File: src/rtl/alu_ctrl_seq_pkg.sv
// Shared encodings for the execute-stage ALU control and its mult/div sequencer:
// ALU operation codes, funct/ALUOp codes, HI/LO select codes and FSM states.
package alu_ctrl_seq_pkg;

  localparam logic [3:0] OP_AND  = 4'b0000;
  localparam logic [3:0] OP_OR   = 4'b0001;
  localparam logic [3:0] OP_ADD  = 4'b0010;
  localparam logic [3:0] OP_XOR  = 4'b0011;
  localparam logic [3:0] OP_SUB  = 4'b0110;
  localparam logic [3:0] OP_SLT  = 4'b0111;
  localparam logic [3:0] OP_SLTU = 4'b1000;
  localparam logic [3:0] OP_NOR  = 4'b1100;
  localparam logic [3:0] OP_ALU3 = 4'b1110;
  localparam logic [3:0] OP_BAD  = 4'b1111;

  localparam logic [5:0] FUNCT_MFHI  = 6'b010000;
  localparam logic [5:0] FUNCT_MFLO  = 6'b010010;
  localparam logic [5:0] FUNCT_MULT  = 6'b011000;
  localparam logic [5:0] FUNCT_MULTU = 6'b011001;
  localparam logic [5:0] FUNCT_DIV   = 6'b011010;
  localparam logic [5:0] FUNCT_DIVU  = 6'b011011;
  localparam logic [5:0] FUNCT_ADD   = 6'b100000;
  localparam logic [5:0] FUNCT_ADDU  = 6'b100001;
  localparam logic [5:0] FUNCT_SUB   = 6'b100010;
  localparam logic [5:0] FUNCT_SUBU  = 6'b100011;
  localparam logic [5:0] FUNCT_AND   = 6'b100100;
  localparam logic [5:0] FUNCT_OR    = 6'b100101;
  localparam logic [5:0] FUNCT_XOR   = 6'b100110;
  localparam logic [5:0] FUNCT_NOR   = 6'b100111;
  localparam logic [5:0] FUNCT_SLT   = 6'b101010;
  localparam logic [5:0] FUNCT_SLTU  = 6'b101011;

  localparam logic [1:0] ALUOP_ADD   = 2'b00;
  localparam logic [1:0] ALUOP_SUB   = 2'b01;
  localparam logic [1:0] ALUOP_RTYPE = 2'b10;
  localparam logic [1:0] ALUOP_OTHER = 2'b11;

  localparam logic [1:0] HILO_SEL_ALU = 2'b00;
  localparam logic [1:0] HILO_SEL_HI  = 2'b01;
  localparam logic [1:0] HILO_SEL_LO  = 2'b10;

  typedef enum logic [1:0] {
    ST_IDLE = 2'b00,
    ST_BUSY = 2'b01,
    ST_DONE = 2'b10
  } md_state_e;

endpackage

File: src/rtl/alu_ctrl_seq_funct_decode.sv
// Stateless decode of ALUOp/funct into the ALU operation code, the HI/LO result
// select and a flag marking mult/multu/div/divu.
module alu_funct_decode
  import alu_ctrl_seq_pkg::*;
#(
  parameter int OP_W = 4
) (
  input  logic [1:0]      alu_op,
  input  logic [5:0]      funct,
  output logic [OP_W-1:0] operation,
  output logic [1:0]      hilo_sel,
  output logic            is_md
);

  logic [3:0] op4;

  always_comb begin
    op4      = OP_BAD;
    hilo_sel = HILO_SEL_ALU;
    is_md    = 1'b0;
    unique case (alu_op)
      ALUOP_ADD:   op4 = OP_ADD;
      ALUOP_SUB:   op4 = OP_SUB;
      ALUOP_OTHER: op4 = OP_ALU3;
      default: begin
        case (funct)
          FUNCT_ADD, FUNCT_ADDU: op4 = OP_ADD;
          FUNCT_SUB, FUNCT_SUBU: op4 = OP_SUB;
          FUNCT_AND:             op4 = OP_AND;
          FUNCT_OR:              op4 = OP_OR;
          FUNCT_XOR:             op4 = OP_XOR;
          FUNCT_NOR:             op4 = OP_NOR;
          FUNCT_SLT:             op4 = OP_SLT;
          FUNCT_SLTU:            op4 = OP_SLTU;
          default:               op4 = OP_BAD;
        endcase
        if (funct == FUNCT_MFHI) hilo_sel = HILO_SEL_HI;
        if (funct == FUNCT_MFLO) hilo_sel = HILO_SEL_LO;
        is_md = (funct[5:2] == FUNCT_MULT[5:2]);
      end
    endcase
  end

  // Upper bits of a widened operation code are always zero.
  assign operation = OP_W'(op4);

endmodule

File: src/rtl/alu_ctrl_seq.sv
// Execute-stage ALU control with a fixed-latency mult/div sequencer that stalls the
// core, steps the HI/LO datapath and pulses the HI/LO write once the op completes.
module alu_ctrl_seq
  import alu_ctrl_seq_pkg::*;
#(
  parameter int OP_W    = 4,
  parameter int MUL_LAT = 4,
  parameter int DIV_LAT = 32
) (
  input  logic            clk,
  input  logic            rst,
  input  logic            valid,
  input  logic [1:0]      alu_op,
  input  logic [5:0]      funct,
  output logic [OP_W-1:0] operation,
  output logic [1:0]      hilo_sel,
  output logic            stall,
  output logic            md_start,
  output logic            md_step,
  output logic            md_is_div,
  output logic            md_signed,
  output logic            hilo_we
);

  localparam int MAX_LAT = (MUL_LAT > DIV_LAT) ? MUL_LAT : DIV_LAT;
  localparam int CNT_W   = $clog2(MAX_LAT + 1);
  localparam logic [CNT_W-1:0] MUL_INIT = CNT_W'(MUL_LAT - 1);
  localparam logic [CNT_W-1:0] DIV_INIT = CNT_W'(DIV_LAT - 1);

  md_state_e        state_q, state_d;
  logic [CNT_W-1:0] cnt_q, cnt_d;
  logic             is_div_q, is_div_d;
  logic             signed_q, signed_d;
  logic             is_md;
  logic             accept;

  alu_funct_decode #(.OP_W(OP_W)) u_decode (
    .alu_op    (alu_op),
    .funct     (funct),
    .operation (operation),
    .hilo_sel  (hilo_sel),
    .is_md     (is_md)
  );

  assign accept = valid && is_md;

  always_ff @(posedge clk) begin
    if (rst) begin
      state_q  <= ST_IDLE;
      cnt_q    <= '0;
      is_div_q <= 1'b0;
      signed_q <= 1'b0;
    end else begin
      state_q  <= state_d;
      cnt_q    <= cnt_d;
      is_div_q <= is_div_d;
      signed_q <= signed_d;
    end
  end

  // Control pulses are suppressed while reset is held so an aborted op never writes HI/LO.
  always_comb begin
    state_d  = state_q;
    cnt_d    = cnt_q;
    is_div_d = is_div_q;
    signed_d = signed_q;
    stall    = 1'b0;
    md_start = 1'b0;
    md_step  = 1'b0;
    hilo_we  = 1'b0;
    unique case (state_q)
      ST_IDLE: begin
        if (accept) begin
          md_start = 1'b1;
          stall    = 1'b1;
          is_div_d = funct[1];
          signed_d = ~funct[0];
          cnt_d    = funct[1] ? DIV_INIT : MUL_INIT;
          state_d  = ST_BUSY;
        end
      end
      ST_BUSY: begin
        stall   = 1'b1;
        md_step = 1'b1;
        if (cnt_q == '0) state_d = ST_DONE;
        else             cnt_d   = cnt_q - 1'b1;
      end
      ST_DONE: begin
        hilo_we = 1'b1;
        state_d = ST_IDLE;
      end
      default: state_d = ST_IDLE;
    endcase
    if (rst) begin
      stall    = 1'b0;
      md_start = 1'b0;
      md_step  = 1'b0;
      hilo_we  = 1'b0;
    end
  end

  assign md_is_div = is_div_d;
  assign md_signed = signed_d;

endmodule

File: config.mk
export PLATFORM = sky130hd
export DESIGN_NAME = alu_ctrl_seq
export DESIGN_NICKNAME = d
export VERILOG_FILES = /design/src/rtl/alu_ctrl_seq_pkg.sv /design/src/rtl/alu_ctrl_seq_funct_decode.sv /design/src/rtl/alu_ctrl_seq.sv
export SDC_FILE = /design/constraint.sdc
export NUM_CORES = 1
export LEC_CHECK = 0
export CORE_UTILIZATION = 45
export DETAILED_ROUTE_END_ITERATION = 16
export GPL_ROUTABILITY_DRIVEN = 1
export GPL_TIMING_DRIVEN = 0
export PLACE_DENSITY = 0.78
export SYNTH_ARGS = -nofsm -noshare
export SYNTH_HDL_FRONTEND = slang
export SYNTH_SLANG_ARGS = --single-unit
File: constraint.sdc
create_clock -name clk -period 1.7 [get_ports clk]
set_input_delay 0.34 -clock clk [delete_from_list [all_inputs] [get_ports clk]]
set_output_delay 0.34 -clock clk [all_outputs]
set_load 0.02 [all_outputs]
==> results by group, run 1 <==
Synth
  • Post-Syn Nets: 99
  • Syn_area_per_cell: 8.55 um^2
  • Ys flop type: dfxtp_1
  • Synth unique cells: 37
  • Synth Instances: 86
  • Sequential share of the synthesized area: a little over a quarter
  • Seq cells post-synth: 10
  • Most common cell in the netlist: dfxtp_1
  • Top-area cell type share of the netlist area: 27.2%
  • Post-synth top cells: 10 x dfxtp_1, 9 x nor3_1, 8 x a21oi_1
  • Mapped Area: 736 um^2
  • Post-synth EDFFs: 0
  • FFs w/ async S/R, synth: 0%
  • Warnings from Yosys: 0
  • Synth area leader: dfxtp_1
  • Main area contributors after synthesis: dfxtp_1 27%, nand4bb_4 7.5%, nor3_1 6.1%

Finish
  • Share of layout cells above drive strength 1: between 50 and 60%
  • Area delta synth->final: 61.9%
  • Multi-input logic area: 611 um^2
  • Reg area: 203 um^2
  • Fill count: 97
  • Non-Filler Instances: roughly 140
  • Fin util: 78.2%
  • Layout net count: 137
  • Inserted Diodes: 0

CTS
  • Clk buf depth: 2
  • Hold Buf Count CTS: 0
  • CTS tree: done
  • Cts bufs inserted: 3
  • Worst skew pair latency: approximately 0.27 ns
  • H-tree levels: 1
  • Clk pin slew, worst setup/hold paths: 0.06 ns
  • Clk sink count: 10
  • Clock root buffer: clkbuf_4

Floorplanning
  • Row count: 14
  • Die Height: 42.4 um
  • DIE WIDTH: 42.4 um
  • Core area: 1520 um^2
  • Die ar.: 1800 um^2
  • IO Count: 23
  • Initial Utilization: 48.3%

Timing
  • Final hold violations: 0
  • Setup violators final: 4
  • RSZ-0062 raised after global routing: true
  • Final min period: 1.88 ns
  • Worst slew margin: 64.8%
  • Final worst path period share: 110%
  • Worst slew pin tran: around 0.52 ns
  • Skew final: 0.00665 ns
  • Fmax: 533 MHz
  • Slew Viols, Final: 0
  • Final WS setup: -0.178 ns

Power
  • Power Dens Cells: 442 nW/um^2
  • VDD IR-drop max: 0.000342 V
  • Leak: about 0.5 nW

GRT
  • Total GRT Usage: 24.3%
  • Met1 usage: around a third
  • GRT busiest layer: met2
  • Overflow after GRT: 0
  • First-pass GRT wire length: 3.33 mm
  • Met3 Track Usage GR: 4.31%
  • Met2 global-route usage: 39.1%
  • Vias in the first global route: 753
  • Largest net degree at the start of global routing: 11
  • Initial antenna violation count: 0

Detailed routing
  • Drt first pass iters: 4
  • Total number of vias: 793
  • Via density: around 5.7
  • Final WL: 2.19 mm
  • Residual DRC: 0
  • Wire per inst: between 15 and 20 um
  • ANT nets after route: 0
  • 1st-iter DRT viols: 11

Status
  • Failing checks: setup timing
  • Outcome: complete, but fails checks

Place
  • PortBufs: 22
  • Final estimated routing congestion in global placement: 0.809
  • DPL Wire Length: 1.36 mm
  • Placed Cells: 124

Worst setup path
  • Worst path arrival time: 1.54 ns
  • Crit path launch: state_q[0]$_SDFFE_PP0P_
  • Critical Path End Type: output pin
  • CP peak stage delay: 0.32 ns
  • Worst r2r src: state_q[0]$_SDFFE_PP0P_
  • Cell Chain, Critical Path: nand4bb_4 -> nor3_4 -> buf_6 -> mux2i_2 -> buf_4
  • CP Class: register to output pin
  • Critical path required time: between 1 and 1.5 ns
  • Worst path slowest cell: dfxtp_2
  • CP max FO: 3
  • CP top delay family: simple AND/OR/NAND/NOR gates
  • Startpoint Class: register
  • Worst path bufs/invs: 2

Worst hold path
  • Hold/Removal Path Class: input port to register
  • Hold Path Origin: funct[1]

Job
  • Max-cap viol count: 0
==> metrics by stage <==
step / hold WS, ns / setup WS, ns / TNS, ns / total power [mW] / instance area [um^2]
floorplan: 0.483 / -0.00273 / -0.00273 / 0.287 / 746
global placement: 0.510 / -1.07 / -12.05 / 0.338 / 986
detailed placement: 0.511 / -1.09 / -12.71 / 0.339 / 986
CTS: 0.468 / -0.254 / -0.585 / 0.510 / 1090
global route: 0.487 / -0.226 / -0.648 / 0.546 / 1190
finish: 0.486 / -0.178 / -0.342 / 0.526 / 1190
==> sequential cells by signal, indices dropped and copies added, names as in the netlist <==
name	count
cnt_q	6
is_div_q	1
signed_q	1
state_q	2
==> cell type report <==
class,count,area share (%)
Multi-Input combinational cell,70,51.3
Timing Repair Buffer,33,24.8
Sequential cell,10,17.0
Inverter,5,2.21
Clock buffer,3,1.89
Tap cell,16,1.68
Buffer,1,1.16
==> layer usage <==
metal | part of all wire (%) | wire length [um]
met5 | 0 | 0
met4 | 0.78 | 17
met3 | 2.8 | 61
met2 | 51 | 1120
met1 | 45 | 993
==> cell families after synthesis <==
group | after synthesis | synth area share, %
compound gates | 23 | 20.2
buf+inv | 6 | 3.06
mux | 2 | 3.40
flops | 10 | 27.2
simple gates | 43 | 42.7
fa+ha+maj | 2 | 3.40
==> path summary, 6_finish.rpt <==
| kind | cells after the start | slack [ns] | endpoint |
|---|---|---|---|
| worst max register to register | 6 | 0.07 | cnt_q[3]$_SDFFE_PP0P_ |
| worst min register to register | 1 | 0.53 | cnt_q[0]$_SDFFE_PP0P_ |
| worst min-delay path | 3 | 0.49 | is_div_q$_SDFF_PP0_ |
| worst max-delay path | 5 | -0.18 | md_signed |
==> cell usage in the layout, fill, tap and decap left out, drive strengths merged, types with 2 or more instances in the layout <==
cell type,instances
a21o,2
a21oi,9
a22oi,3
buf,29
clkbuf,4
clkdlybuf4s15,2
dfxtp,10
ha,2
inv,5
nand2b,3
nand4bb,2
nor2,6
nor2b,3
nor3,10
nor3b,2
nor4,2
o21ai,4
or2,5
or3,2
==> power breakdown <==
group	internal, mW	leakage, nW	switching (mW)	total, mW
Sequential	0.235	0.0816	0.00139	0.237
Combinational	0.0648	0.395	0.0629	0.128
Clock	0.0817	0.0138	0.0802	0.162
Total	0.382	0.490	0.145	0.526
==> worst reg2reg max path: cells and delay by family (launching register included) <==
family / cells / cell delay, ns
compound gates: 1 / 0.21
simple gates: 3 / 0.73
flops: 1 / 0.32
buf+inv: 2 / 0.28
==> what timing repair did <==
| item | CTS | global route |
|---|---|---|
| setup endpoints to repair | 18 | 11 |
| endpoints found under the hold margin | 0 | 0 |
| resized for setup | 119 | 19 |
| pin swaps | 7 | 7 |
| buffers inserted | 7 | 4 |
No activity file was read; power rests on OpenSTA's default activity.
==> run 2: changes to the inputs <==
CAP_MARGIN = 10   (was default)
CTS_CLUSTER_DIAMETER = 80   (was default)
==> results of run 2 <==
Same layout as run 1: the final DEF is identical, and so are final timing and power.
